===== src/rtl/mem2_sub1.sv =====
// mem2_sub1 : second memory stage (M2) of the slot-1 (sub) issue pipe.
//
// Holds up to two instructions: a main slot that drives write-back and a
// skid slot that absorbs one extra instruction when WS stalls. Because the
// skid slot exists, m2s_allowin is simply the inverse of the skid valid flop.
// That keeps WS backpressure from forming a combinational path into M1.
//
// Ports:
//   clk, resetn          clock; asynchronous active-low reset
//   m1s_valid            M1-sub holds a valid instruction
//   m1s_to_m2s_bus       payload {first, rf_wen, gr_we, dest, alu_result, pc}
//   m2s_allowin          registered ready back to M1-sub
//   ws_allowin           WS can accept this cycle
//   flush                synchronous exception/eret flush
//   m2s_to_ws_valid/bus  main-slot valid and payload {first, rf_wen, dest, wdata, pc}
//   m2s_rd/reg_write/result           forwarding info, main slot
//   m2s_sk_rd/sk_reg_write/sk_result  forwarding info, skid slot (younger)
//   m2s_stall_cnt        stall cycle counter
//
// Optional feature: define M2S_STALL_CNT_EN to build the stall counter.
// Without it, m2s_stall_cnt is tied to zero.
module mem2_sub1 #(
  parameter int IN_WD  = 75,
  parameter int OUT_WD = 74
) (
  input  logic              clk,
  input  logic              resetn,
  input  logic              m1s_valid,
  input  logic [IN_WD-1:0]  m1s_to_m2s_bus,
  output logic              m2s_allowin,
  input  logic              ws_allowin,
  input  logic              flush,
  output logic              m2s_to_ws_valid,
  output logic [OUT_WD-1:0] m2s_to_ws_bus,
  output logic [4:0]        m2s_rd,
  output logic              m2s_reg_write,
  output logic [31:0]       m2s_result,
  output logic [4:0]        m2s_sk_rd,
  output logic              m2s_sk_reg_write,
  output logic [31:0]       m2s_sk_result,
  output logic [31:0]       m2s_stall_cnt
);

  logic             main_vld_p1;
  logic             skid_vld_p1;
  logic [IN_WD-1:0] main_bus_p1;
  logic [IN_WD-1:0] skid_bus_p1;

  logic in_fire;
  logic out_fire;

  assign m2s_allowin = ~skid_vld_p1;
  assign in_fire     = m1s_valid & m2s_allowin;
  assign out_fire    = main_vld_p1 & ws_allowin;

  // ---- M1 -> M2 boundary: valid flags ----
  always_ff @(posedge clk or negedge resetn) begin
    if (!resetn) begin
      main_vld_p1 <= 1'b0;
      skid_vld_p1 <= 1'b0;
    end else if (flush) begin
      main_vld_p1 <= 1'b0;
      skid_vld_p1 <= 1'b0;
    end else if (skid_vld_p1) begin
      // skid moves into main; main stays valid
      if (out_fire) skid_vld_p1 <= 1'b0;
    end else if (in_fire) begin
      if (!main_vld_p1 || out_fire) main_vld_p1 <= 1'b1;
      else                          skid_vld_p1 <= 1'b1;
    end else if (out_fire) begin
      main_vld_p1 <= 1'b0;
    end
  end

  // ---- M1 -> M2 boundary: payload ----
  always_ff @(posedge clk or negedge resetn) begin
    if (!resetn) begin
      main_bus_p1 <= '0;
      skid_bus_p1 <= '0;
    end else if (!flush) begin
      if (skid_vld_p1) begin
        if (out_fire) main_bus_p1 <= skid_bus_p1;
      end else if (in_fire) begin
        if (!main_vld_p1 || out_fire) main_bus_p1 <= m1s_to_m2s_bus;
        else                          skid_bus_p1 <= m1s_to_m2s_bus;
      end
    end
  end

  // ---- M2 -> WS boundary ----
  assign m2s_to_ws_valid = main_vld_p1;
  assign m2s_to_ws_bus   = {main_bus_p1[74],
                            main_bus_p1[73:70] & {4{main_vld_p1}},
                            main_bus_p1[68:64],
                            main_bus_p1[63:32],
                            main_bus_p1[31:0]};

  assign m2s_rd           = main_bus_p1[68:64];
  assign m2s_reg_write    = main_vld_p1 & main_bus_p1[69];
  assign m2s_result       = main_bus_p1[63:32];
  assign m2s_sk_rd        = skid_bus_p1[68:64];
  assign m2s_sk_reg_write = skid_vld_p1 & skid_bus_p1[69];
  assign m2s_sk_result    = skid_bus_p1[63:32];

`ifdef M2S_STALL_CNT_EN
  logic [31:0] stall_cnt_p1;

  // Counts cycles where a valid main entry is blocked by WS; flush does not clear it.
  always_ff @(posedge clk or negedge resetn) begin
    if (!resetn)                         stall_cnt_p1 <= 32'h0;
    else if (main_vld_p1 && !ws_allowin) stall_cnt_p1 <= stall_cnt_p1 + 32'h1;
  end

  assign m2s_stall_cnt = stall_cnt_p1;
`else
  assign m2s_stall_cnt = 32'h0;
`endif

endmodule

===== config.mk =====
export PLATFORM = sky130hd
export DESIGN_NAME = mem2_sub1
export DESIGN_NICKNAME = d
export VERILOG_FILES = /design/src/rtl/mem2_sub1.sv
export SDC_FILE = /design/constraint.sdc
export NUM_CORES = 1
export LEC_CHECK = 0
export ABC_CLOCK_PERIOD_IN_PS = 5830
export BUFFER_PORTS_ARGS = -buffer_cell sky130_fd_sc_hd__buf_4
export CORE_UTILIZATION = 38
export DETAILED_ROUTE_END_ITERATION = 16
export HOLD_SLACK_MARGIN = 0.05
export SETUP_SLACK_MARGIN = 0.3
export SLEW_MARGIN = 10
export SYNTH_ARGS = -nofsm -noshare
export SYNTH_HDL_FRONTEND = slang
export SYNTH_SLANG_ARGS = --single-unit
export TNS_END_PERCENT = 5

===== constraint.sdc =====
create_clock -name clk -period 5.83 [get_ports clk]
set_clock_uncertainty 0.2 [all_clocks]
set_input_delay 0.583 -clock clk [delete_from_list [all_inputs] [get_ports clk]]
set_output_delay 0.583 -clock clk [all_outputs]
set_load 0.05 [all_outputs]

==> metrics.md, run 1 <==
| Metric | Value |
|---|---|
| Most Crowded Layer GR | met2 |
| Place WS | 2.49 ns |
| Chip width | 148 um |
| Remaining Overflow, GRT | 0 |
| Flip-flop and latch count after synthesis | 152 |
| Root Buffer | clkbuf_16 |
| P per Cell Area | 488 nW/um2 |
| DPL Wire Length | 10400 um |
| Fmax | 0.301 GHz |
| Synth unique cells | 20 |
| CP Class | reg -> reg |
| RSZ-0062 raised after global routing | false |
| Post-DRT Antenna Nets | 0 |
| # IOs | 264 |
| Max stage delay on crit path | around 0.78 ns |
| Maxcap violations | 0 |
| Gate family responsible for the most delay along the worst path | buffers and inverters |
| Slowest-stage cell, CP | dfrtp_4 |
| Violation count after the first detailed-routing iteration | 126 |
| Final net count | 762 |
| Max clock buf depth | 2 |
| GRT Util Overall | 0.143 |
| Maximum VDD drop | 0.266 mV |
| CP Cell Sequence | buf_4 -> nor2_1 -> a211oi_4 -> buf_4 -> mux2_2 |
| Initial Util | 0.387 |
| Via-to-Cell Ratio | 4.55 |
| Worst skew pair latency | around 0.42 ns |
| Largest cells by area after synthesis | dfrtp_1 47%, mux2_2 24%, buf_4 17% |
| Initial antenna violation count | 0 |
| Share of layout cells above drive strength 1 | 0.713 |
| Setup Fix Bufs, Post-CTS | 0 |
| CTS buffer count | 17 |
| CTS tree | done |
| Final worst slack | 2.50 ns |
| Worst path buffer plus inverter count | 2 |
| Die height | 148 um |
| Area leader, netlist | dfrtp_1 |
| Max-slew headroom | 0.371 |
| Grt met3 use | 0.0451 |
| Buffers on Ports | approximately 230 |
| Pin count of the biggest net entering global routing | 100 |
| Synth Area per Inst | 13.6 um2 |
| Synth Cell Area | 8140 um2 |
| Post-synthesis sequential area ratio | 0.467 |
| # H-tree levels | 4 |
| Worst-path clk slew | 0.06 ns |
| Routed via count | between 4000 and 5000 |
| Met2 usage | 0.249 |
| Worst Setup End Kind | flip-flop |
| Count leader, synth | buf_4 |
| Pre-antenna DRT Iters | 4 |
| Run status | finished, final reports clean |
| Most used flip-flop cell after synthesis | dfrtp_1 |
| Post-cts resize count | 0 |
| WP data required | between 5 and 6 ns |
| Yosys top cell area share | 0.467 |
| TNS Setup | 0 ns |
| Most Frequent Cell on Critical Path | buf_4 |
| Final period utilization | 0.571 |
| DRC Markers | 0 |
| Ys async rst share | 1.00 |
| Static leakage | 4.58 nW |
| Fin crit period | 3.33 ns |
| Hold Buf Count CTS | 0 |
| Post-synth EDFFs | 0 |
| Met1 Use GR | 0.166 |
| N_diodes | 0 |
| Clk sinks | 152 |
| Synth Warn # | 0 |
| Crit start category | flip-flop |
| Core area | 21000 um2 |
| Placer Congestion | 0.708 |
| Worst hold-check path type | in -> async |
| Most frequent cells after synthesis | 182 x buf_4, 174 x mux2_2, 152 x dfrtp_1 |
| Final setup viols | 0 |
| First-pass GRT wire length | ~24000 um |
| Worst-Margin Slew | 0.943 ns |
| Crit Path Max Fanout | 56 |
| Final hold slack | 0.0308 ns |
| Full die area | 22000 um2 |
| WL final | 15500 um |
| Core Rows | 53 |
| Final hold violation count | 0 |
| Post-Syn Instances | ~600 |
| Arrival time at the worst endpoint | 3.42 ns |
| Routed wire per std cell | 16.0 um |
| Synthesis-to-layout area growth | 16.5% |
| Max-slew violations | 0 |
| Vias in the first global route | roughly 4500 |
[sequential cells by signal, summed over array words and instances, names as in the netlist]
name	count
m2s_to_ws_valid	1
main_bus_p1	75
skid_bus_p1	75
skid_vld_p1	1
[path summary, 6_finish.rpt]
check                                 from               to  slack, ns  cells past startpoint
max in group asynchronous           resetn      skid_vld_p1       4.03                      2
max                            skid_vld_p1  main_bus_p1[26]       2.50                      5
min reg2reg                skid_bus_p1[17]  skid_bus_p1[17]       0.30                      1
max reg2reg                    skid_vld_p1  main_bus_p1[26]       2.50                      5
min                                 resetn  skid_bus_p1[40]       0.03                      1
min in group clk                     flush  m2s_to_ws_valid       0.17                      2
[per-stage QoR]
stage | power (mW) | area, um2 | utilization | instances
after global placement | 3.53 | 8890 | 0.423 | 938
after CTS | 4.69 | 9480 | 0.451 | 969
after global routing | 4.83 | 9480 | 0.451 | 969
final | 4.63 | 9480 | 0.451 | 969
after detailed placement | 3.56 | 8890 | 0.423 | 938
after floorplan | 3.35 | 8250 | - | 628
[worst register-to-register path, stage by stage, from the launching register on]
cell,delay (ns)
dfrtp_4,0.78
buf_4,0.61
nor2_1,0.21
a211oi_4,0.27
buf_4,0.68
mux2_2,0.45
[metal layers]
layer,vias to the layer above,wire [um],part of all wire
li1,2004,-,-
met1,2251,6060,0.39
met2,145,8310,0.54
met3,13,964,0.062
met4,0,183,0.012
met5,-,0,0
[placed cells by master, fill, tap and decap left out, types with 2 or more instances in the layout]
cell type / count
buf_4: 235
mux2_2: 174
dfrtp_1: 151
mux2_4: 50
conb_1: 32
clkbuf_16: 17
and2_1: 6
clkinvlp_4: 4
clkbuf_8: 3
inv_1: 2
a21oi_1: 2
bufinv_16: 2
inv_6: 2
clkinv_2: 2
[report_power, final]
| part | switching [mW] | total [mW] | internal, mW | leakage [nW] |
|---|---|---|---|---|
| Clock | 0.438 | 1.10 | 0.663 | 0.278 |
| Combinational | 1.29 | 1.99 | 0.700 | 2.46 |
| Sequential | 0.201 | 1.54 | 1.34 | 1.84 |
[final cells by class]
class | instances | area [um2]
Timing Repair Buffer | 236 | 1780
Clock buffer | 21 | 470
Tap cell | 275 | 344
Inverter | 2 | 7.51
Multi-Input combinational cell | 273 | 2960
Fill cell | 1899 | 11500
Sequential cell | 152 | 3810
Clock inverter | 10 | 118
[logic make-up (layout without fill, tap and decap cells)]
logic type	after synthesis	in the layout	synth area share
simple gates	12	12	0.0106
compound gates	5	5	0.00431
buf+inv	203	269	0.184
other cells	1	32	0.000461
mux	224	224	0.333
flops	152	152	0.467
Note: power is estimated with default switching activity, not from simulation.
==> run 2: changes to the inputs <==
--- a/config.mk
+++ b/config.mk
@@ -5,7 +5,7 @@
 export SDC_FILE = /design/constraint.sdc
 export NUM_CORES = 1
 export LEC_CHECK = 0
-export ABC_CLOCK_PERIOD_IN_PS = 5830
+export ABC_CLOCK_PERIOD_IN_PS = 3300
 export BUFFER_PORTS_ARGS = -buffer_cell sky130_fd_sc_hd__buf_4
 export CORE_UTILIZATION = 38
 export DETAILED_ROUTE_END_ITERATION = 16
==> constraint.sdc (replaced) <==
create_clock -name clk -period 3.3 [get_ports clk]
set_clock_uncertainty 0.2 [all_clocks]
set_input_delay 0.33 -clock clk [delete_from_list [all_inputs] [get_ports clk]]
set_output_delay 0.33 -clock clk [all_outputs]
set_load 0.05 [all_outputs]
==> run 2 against run 1 <==
Effect of this change:
- non-clock buffer count grew 80
- largest cell class unchanged
- highest routed layer unchanged
- critical path depth shrank 2
- core utilization grew 3.9 points
- register-to-register slack lost 1.8 ns
- clock power grew 80%
- sequential power grew 77%
- largest power group unchanged
==> metrics.md, run 2 (synthesis gave the netlist of run 1 again) <==
| Metric | Value |
|---|---|
| Final worst slack | 0.488 ns |
| CTS tree | done |
| Crit start category | flip-flop |
| Post-DRT Antenna Nets | 0 |
| Gate power share | 0.434 |
| First-pass GRT wire length | 25400 um |
| Commonest non-fill, non-tap cell in the layout | buf_4 |
| Most Crowded Layer GR | met2 |
| N_diodes | 0 |
| Via-to-Cell Ratio | approximately 4.5 |
| Pre-antenna DRT Iters | 3 |
| Place WS | 0.747 ns |
| Final hold violation count | 0 |
| DRC Markers | 0 |
| Core Rows | 53 |
| Share of layout cells above drive strength 1 | 0.644 |
| WP data required | 2.77 ns |
| Maxcap violations | 0 |
| TNS Setup | 0 ns |
| Run status | finished, final reports clean |
| Synthesis-to-layout area growth | 26.7% |
| End point of the critical path | m2s_sk_reg_write |
| Design area | 10300 um2 |
| Hold Buf Count CTS | 78 |
| R2r setup slk | 0.68 ns |
| Routed via count | 4710 |
| Max clock buf depth | 2 |
| Setup Fix Bufs, Post-CTS | 0 |
| Maximum VDD drop | 0.372 mV |
| Chip width | 148 um |
| WL final | 16100 um |
| Max-slew violations | 0 |
| Final net count | 842 |
| Final std cells w/o fill | 1050 |
| Worst reg2reg startpoint | skid_vld_p1 |
| Final period utilization | 0.852 |
| Critical path startpoint | skid_vld_p1 |
| Grt met3 use | 0.0402 |
| DPL Wire Length | between 10000 and 15000 um |
| Full die area | 22000 um2 |
| Max-slew headroom | 0.427 |
| Die height | 148 um |
| Met2 usage | 0.265 |
| Placer Congestion | between 0.7 and 0.8 |
| Reg2reg end | m2s_to_ws_valid |
| Static leakage | 4.93 nW |
| CTS buffer count | 17 |
| Crit Path Max Fanout | 51 |
| Core area | 21000 um2 |
| Worst-path clk slew | 0.07 ns |
| Fmax | 0.356 GHz |
| Violation count after the first detailed-routing iteration | 62 |
| Most frequent cells in the layout | 235 x buf_4, 174 x mux2_2, 151 x dfrtp_1 |
| Worst-Margin Slew | 0.860 ns |
| Remaining Overflow, GRT | 0 |
| Routed wire per std cell | 15.4 um |
| Pin count of the biggest net entering global routing | 93 |
| Arrival time at the worst endpoint | 2.28 ns |
| Clk sinks | 152 |
| Psw | 3.50 mW |
| Worst hold-check path type | in -> reg |
| RSZ-0062 raised after global routing | false |
| Initial antenna violation count | 0 |
| Fin crit period | 2.81 ns |
| Post-cts resize count | 0 |
| GRT Util Overall | 0.148 |
| Int Power | 4.80 mW |
| Switching fraction of total power | 0.421 |
| Initial Util | 0.387 |
| Buffers on Ports | 231 |
| Worst-case reg-to-reg path depth | 4 |
| Vias in the first global route | 4963 |
| Root Buffer | clkbuf_16 |
| Clock power share | 0.238 |
| CP Class | reg -> out |
| P per Cell Area | 805 nW/um2 |
| Final setup viols | 0 |
| # IOs | between 200 and 300 |
| # H-tree levels | 4 |
| Met1 Use GR | 0.166 |
| Placed Area | a little under 9000 um2 |
| Worst Setup End Kind | primary output |
| Biggest regs | main_bus_p1 x75, skid_bus_p1 x75 |
| Placed cell count | 940 |
| Worst skew pair latency | around 0.42 ns |
| Flop pwr share | 0.328 |
[run 2: how the worst min path moves through the flow]
stage | cells past startpoint | startpoint | endpoint | slack [ns]
floorplan | 0 | resetn | m2s_to_ws_valid | -0.17
global placement | 1 | resetn | skid_bus_p1[40] | 0.27
detailed placement | 1 | resetn | skid_bus_p1[41] | 0.28
CTS | 3 | ws_allowin | skid_vld_p1 | 0.07
global route | 3 | ws_allowin | skid_vld_p1 | 0.08
finish | 3 | ws_allowin | skid_vld_p1 | 0.09
[run 2: worst max-delay path, cell delays in order (launching register included)]
cell and delay [ns]:
dfrtp_4 0.71, buf_4 0.66, and2_1 0.25, buf_4 0.20
[run 2: metal layers]
| layer | wire length, um | up-vias |
|---|---|---|
| met5 | 0 | - |
| met4 | 329 | 0 |
| met3 | 782 | 21 |
| met2 | 8610 | 156 |
| met1 | 6420 | 2369 |
| li1 | - | 2164 |
[run 2: layout make-up]
cell class / instances / area, um2
fill: 1845 / 10700
sequential: 152 / 3810
multi-input combinational: 273 / 2960
timing repair buffer: 316 / 2600
clock buffer: 17 / 425
tap: 275 / 344
clock inverter: 15 / 168
inverter: 2 / 7.51
[run 2: power by group through the flow]
stage               combinational, mW  clock [mW]  sequential [mW]
finish                           3.60        1.98             2.72
global placement                 3.52           0             2.72
global route                     3.74        2.12             2.79
detailed placement               3.55           0             2.75
floorplan                        3.30           0             2.62
CTS                              3.62        2.04             2.73
[run 2: through the flow]
step | hold slack (ns) | total power [mW] | util
after floorplan | -0.166 | 5.92 | -
after global placement | 0.268 | 6.24 | 0.425
after detailed placement | 0.277 | 6.30 | 0.425
after CTS | 0.0668 | 8.39 | 0.490
after global routing | 0.0809 | 8.65 | 0.490
final | 0.0942 | 8.30 | 0.490
==> run 3: changes to the inputs <==
--- a/config.mk
+++ b/config.mk
@@ -7,9 +7,10 @@
 export LEC_CHECK = 0
 export ABC_CLOCK_PERIOD_IN_PS = 3300
 export BUFFER_PORTS_ARGS = -buffer_cell sky130_fd_sc_hd__buf_4
-export CORE_UTILIZATION = 38
+export CORE_UTILIZATION = 52
 export DETAILED_ROUTE_END_ITERATION = 16
 export HOLD_SLACK_MARGIN = 0.05
+export PLACE_DENSITY = 0.82
 export SETUP_SLACK_MARGIN = 0.3
 export SLEW_MARGIN = 10
 export SYNTH_ARGS = -nofsm -noshare
==> run 3 against run 2 <==
Effect of this change:
- non-clock buffer count shrank 1
- largest power group unchanged
- sequential cell count unchanged
- critical path type unchanged
- die area shrank 27%
- power grew 0.98%
==> metrics.md, run 3 (synthesis gave the netlist of run 1 again) <==
| Metric | Value |
|---|---|
| Run status | finished, final reports clean |
| # H-tree levels | 4 |
| Synthesis-to-layout area growth | 25.8% |
| Fmax | 0.364 GHz |
| RSZ-0062 raised after global routing | false |
| Maximum VDD drop | 0.615 mV |
| Core Rows | 45 |
| Core area | about 15000 um2 |
| Root Buffer | clkbuf_16 |
| Commonest non-fill, non-tap cell in the layout | buf_4 |
| Routed wire per std cell | 16.9 um |
| Initial Util | 0.533 |
| Post-DRT Antenna Nets | 0 |
| Initial antenna violation count | 1 |
| Final hold violation count | 0 |
| Buffers on Ports | 231 |
| Worst Setup End Kind | primary output |
| Highest Signal Layer | met5 |
| Max clock buf depth | 2 |
| Final setup viols | 0 |
| Via-to-Cell Ratio | 4.84 |
| WP data required | 2.77 ns |
| Routed via count | 4765 |
| Clk sinks | 152 |
| Share of layout cells above drive strength 1 | 0.642 |
| Pin count of the biggest net entering global routing | 76 |
| WL met2 | 8890 um |
| Die height | 127 um |
| GRT Util Overall | 0.215 |
| Met1 wire length | 6470 um |
| Setup Fix Bufs, Post-CTS | 0 |
| Vias in the first global route | 5118 |
| Final worst slack | roughly 0.55 ns |
| Arrival time at the worst endpoint | 2.22 ns |
| CP Class | reg -> out |
| N_diodes | 0 |
| Crit Path Max Fanout | 53 |
| Hold Buf Count CTS | 78 |
| Biggest regs | main_bus_p1 x75, skid_bus_p1 x75 |
| Filler cell count in the final layout | 1028 |
| Maxcap violations | 0 |
| P per Cell Area | 818 nW/um2 |
| DRC Markers | 0 |
| Placer Congestion | 0.747 |
| WL final | around 17000 um |
| Crit start category | flip-flop |
| Post-cts resize count | 0 |
| Worst skew pair latency | 0.42 ns |
| Full die area | 16200 um2 |
| Place WS | around 0.83 ns |
| Most frequent cells in the layout | 234 x buf_4, 174 x mux2_2, 151 x dfrtp_1 |
| CTS buffer count | 17 |
| Max-slew violations | 0 |
| Static leakage | ~4.9 nW |
| DPL Wire Length | 10300 um |
| Chip width | ~130 um |
| Max-slew headroom | 0.494 |
| # IOs | ~260 |
| Pre-antenna DRT Iters | 4 |
| Fin crit period | 2.75 ns |
| CTS tree | done |
| Remaining Overflow, GRT | 0 |
| First-pass GRT wire length | 26600 um |
| Worst hold-check path type | in -> reg |
| Violation count after the first detailed-routing iteration | between 150 and 200 |
| Worst-path clk slew | approximately 0.06 ns |
| TNS Setup | 0 ns |
| Final net count | 841 |
| Wire length on met3 | between 900 and 1000 um |
| Worst-Margin Slew | 0.759 ns |
| Final period utilization | 0.833 |
==> run 3: per-stage QoR <==
| step | hold slack, ns | instance area, um2 | power [mW] | util | instances |
|---|---|---|---|---|---|
| 5_1_grt | 0.0925 | 10200 | 8.68 | 0.671 | 985 |
| 3_3_place_gp | 0.0892 | 8850 | 6.22 | 0.580 | 875 |
| 6_report | 0.0776 | 10200 | 8.38 | 0.671 | 985 |
| 2_1_floorplan | -0.166 | 8250 | 5.92 | - | 628 |
| 3_5_place_dp | 0.0882 | 8850 | 6.30 | 0.580 | 875 |
| 4_1_cts | 0.0545 | 10200 | 8.42 | 0.671 | 985 |
==> run 3: area by class of cell <==
cell class,instances,area (um2),share of cell area
Multi-Input combinational cell,273,2960,0.289
Inverter,2,7.51,0.000733
Timing Repair Buffer,315,2590,0.253
Clock inverter,13,170,0.0166
Sequential cell,152,3810,0.372
Clock buffer,19,443,0.0433
Tap cell,211,264,0.0258
==> run 3: where the power goes <==
group	leakage (nW)	internal [mW]	switching, mW	total (mW)
logic	2.80	1.30	2.32	3.63
clock network	0.296	1.22	0.792	2.01
registers	1.84	2.37	0.373	2.74
total	4.94	4.89	3.49	8.38
==> run 3: routing by layer <==
layer | up-vias | GRT usage
met1 | 2397 | 0.232
met5 | - | 0
met2 | 175 | 0.390
met3 | 33 | 0.0624
met4 | 2 | 0.0938
li1 | 2158 | -
==> run 3: final timing paths <==
| kind | endpoint | slack, ns | depth (start not counted) | start |
|---|---|---|---|---|
| setup / recovery | m2s_sk_reg_write | 0.55 | 3 | skid_vld_p1 |
| hold / removal | skid_vld_p1 | 0.08 | 3 | m1s_valid |
| setup reg to reg | m2s_to_ws_valid | 0.75 | 4 | skid_vld_p1 |
| hold reg to reg | skid_bus_p1[9] | 0.30 | 1 | skid_bus_p1[9] |
| max in group asynchronous | skid_vld_p1 | 1.83 | 3 | resetn |
| min in group asynchronous | skid_bus_p1[29] | 0.20 | 2 | resetn |
==> run 3: critical path, stage by stage (launching register included) <==
cell,delay [ns]
dfrtp_4,0.68
buf_4,0.64
and2_1,0.25
buf_4,0.20
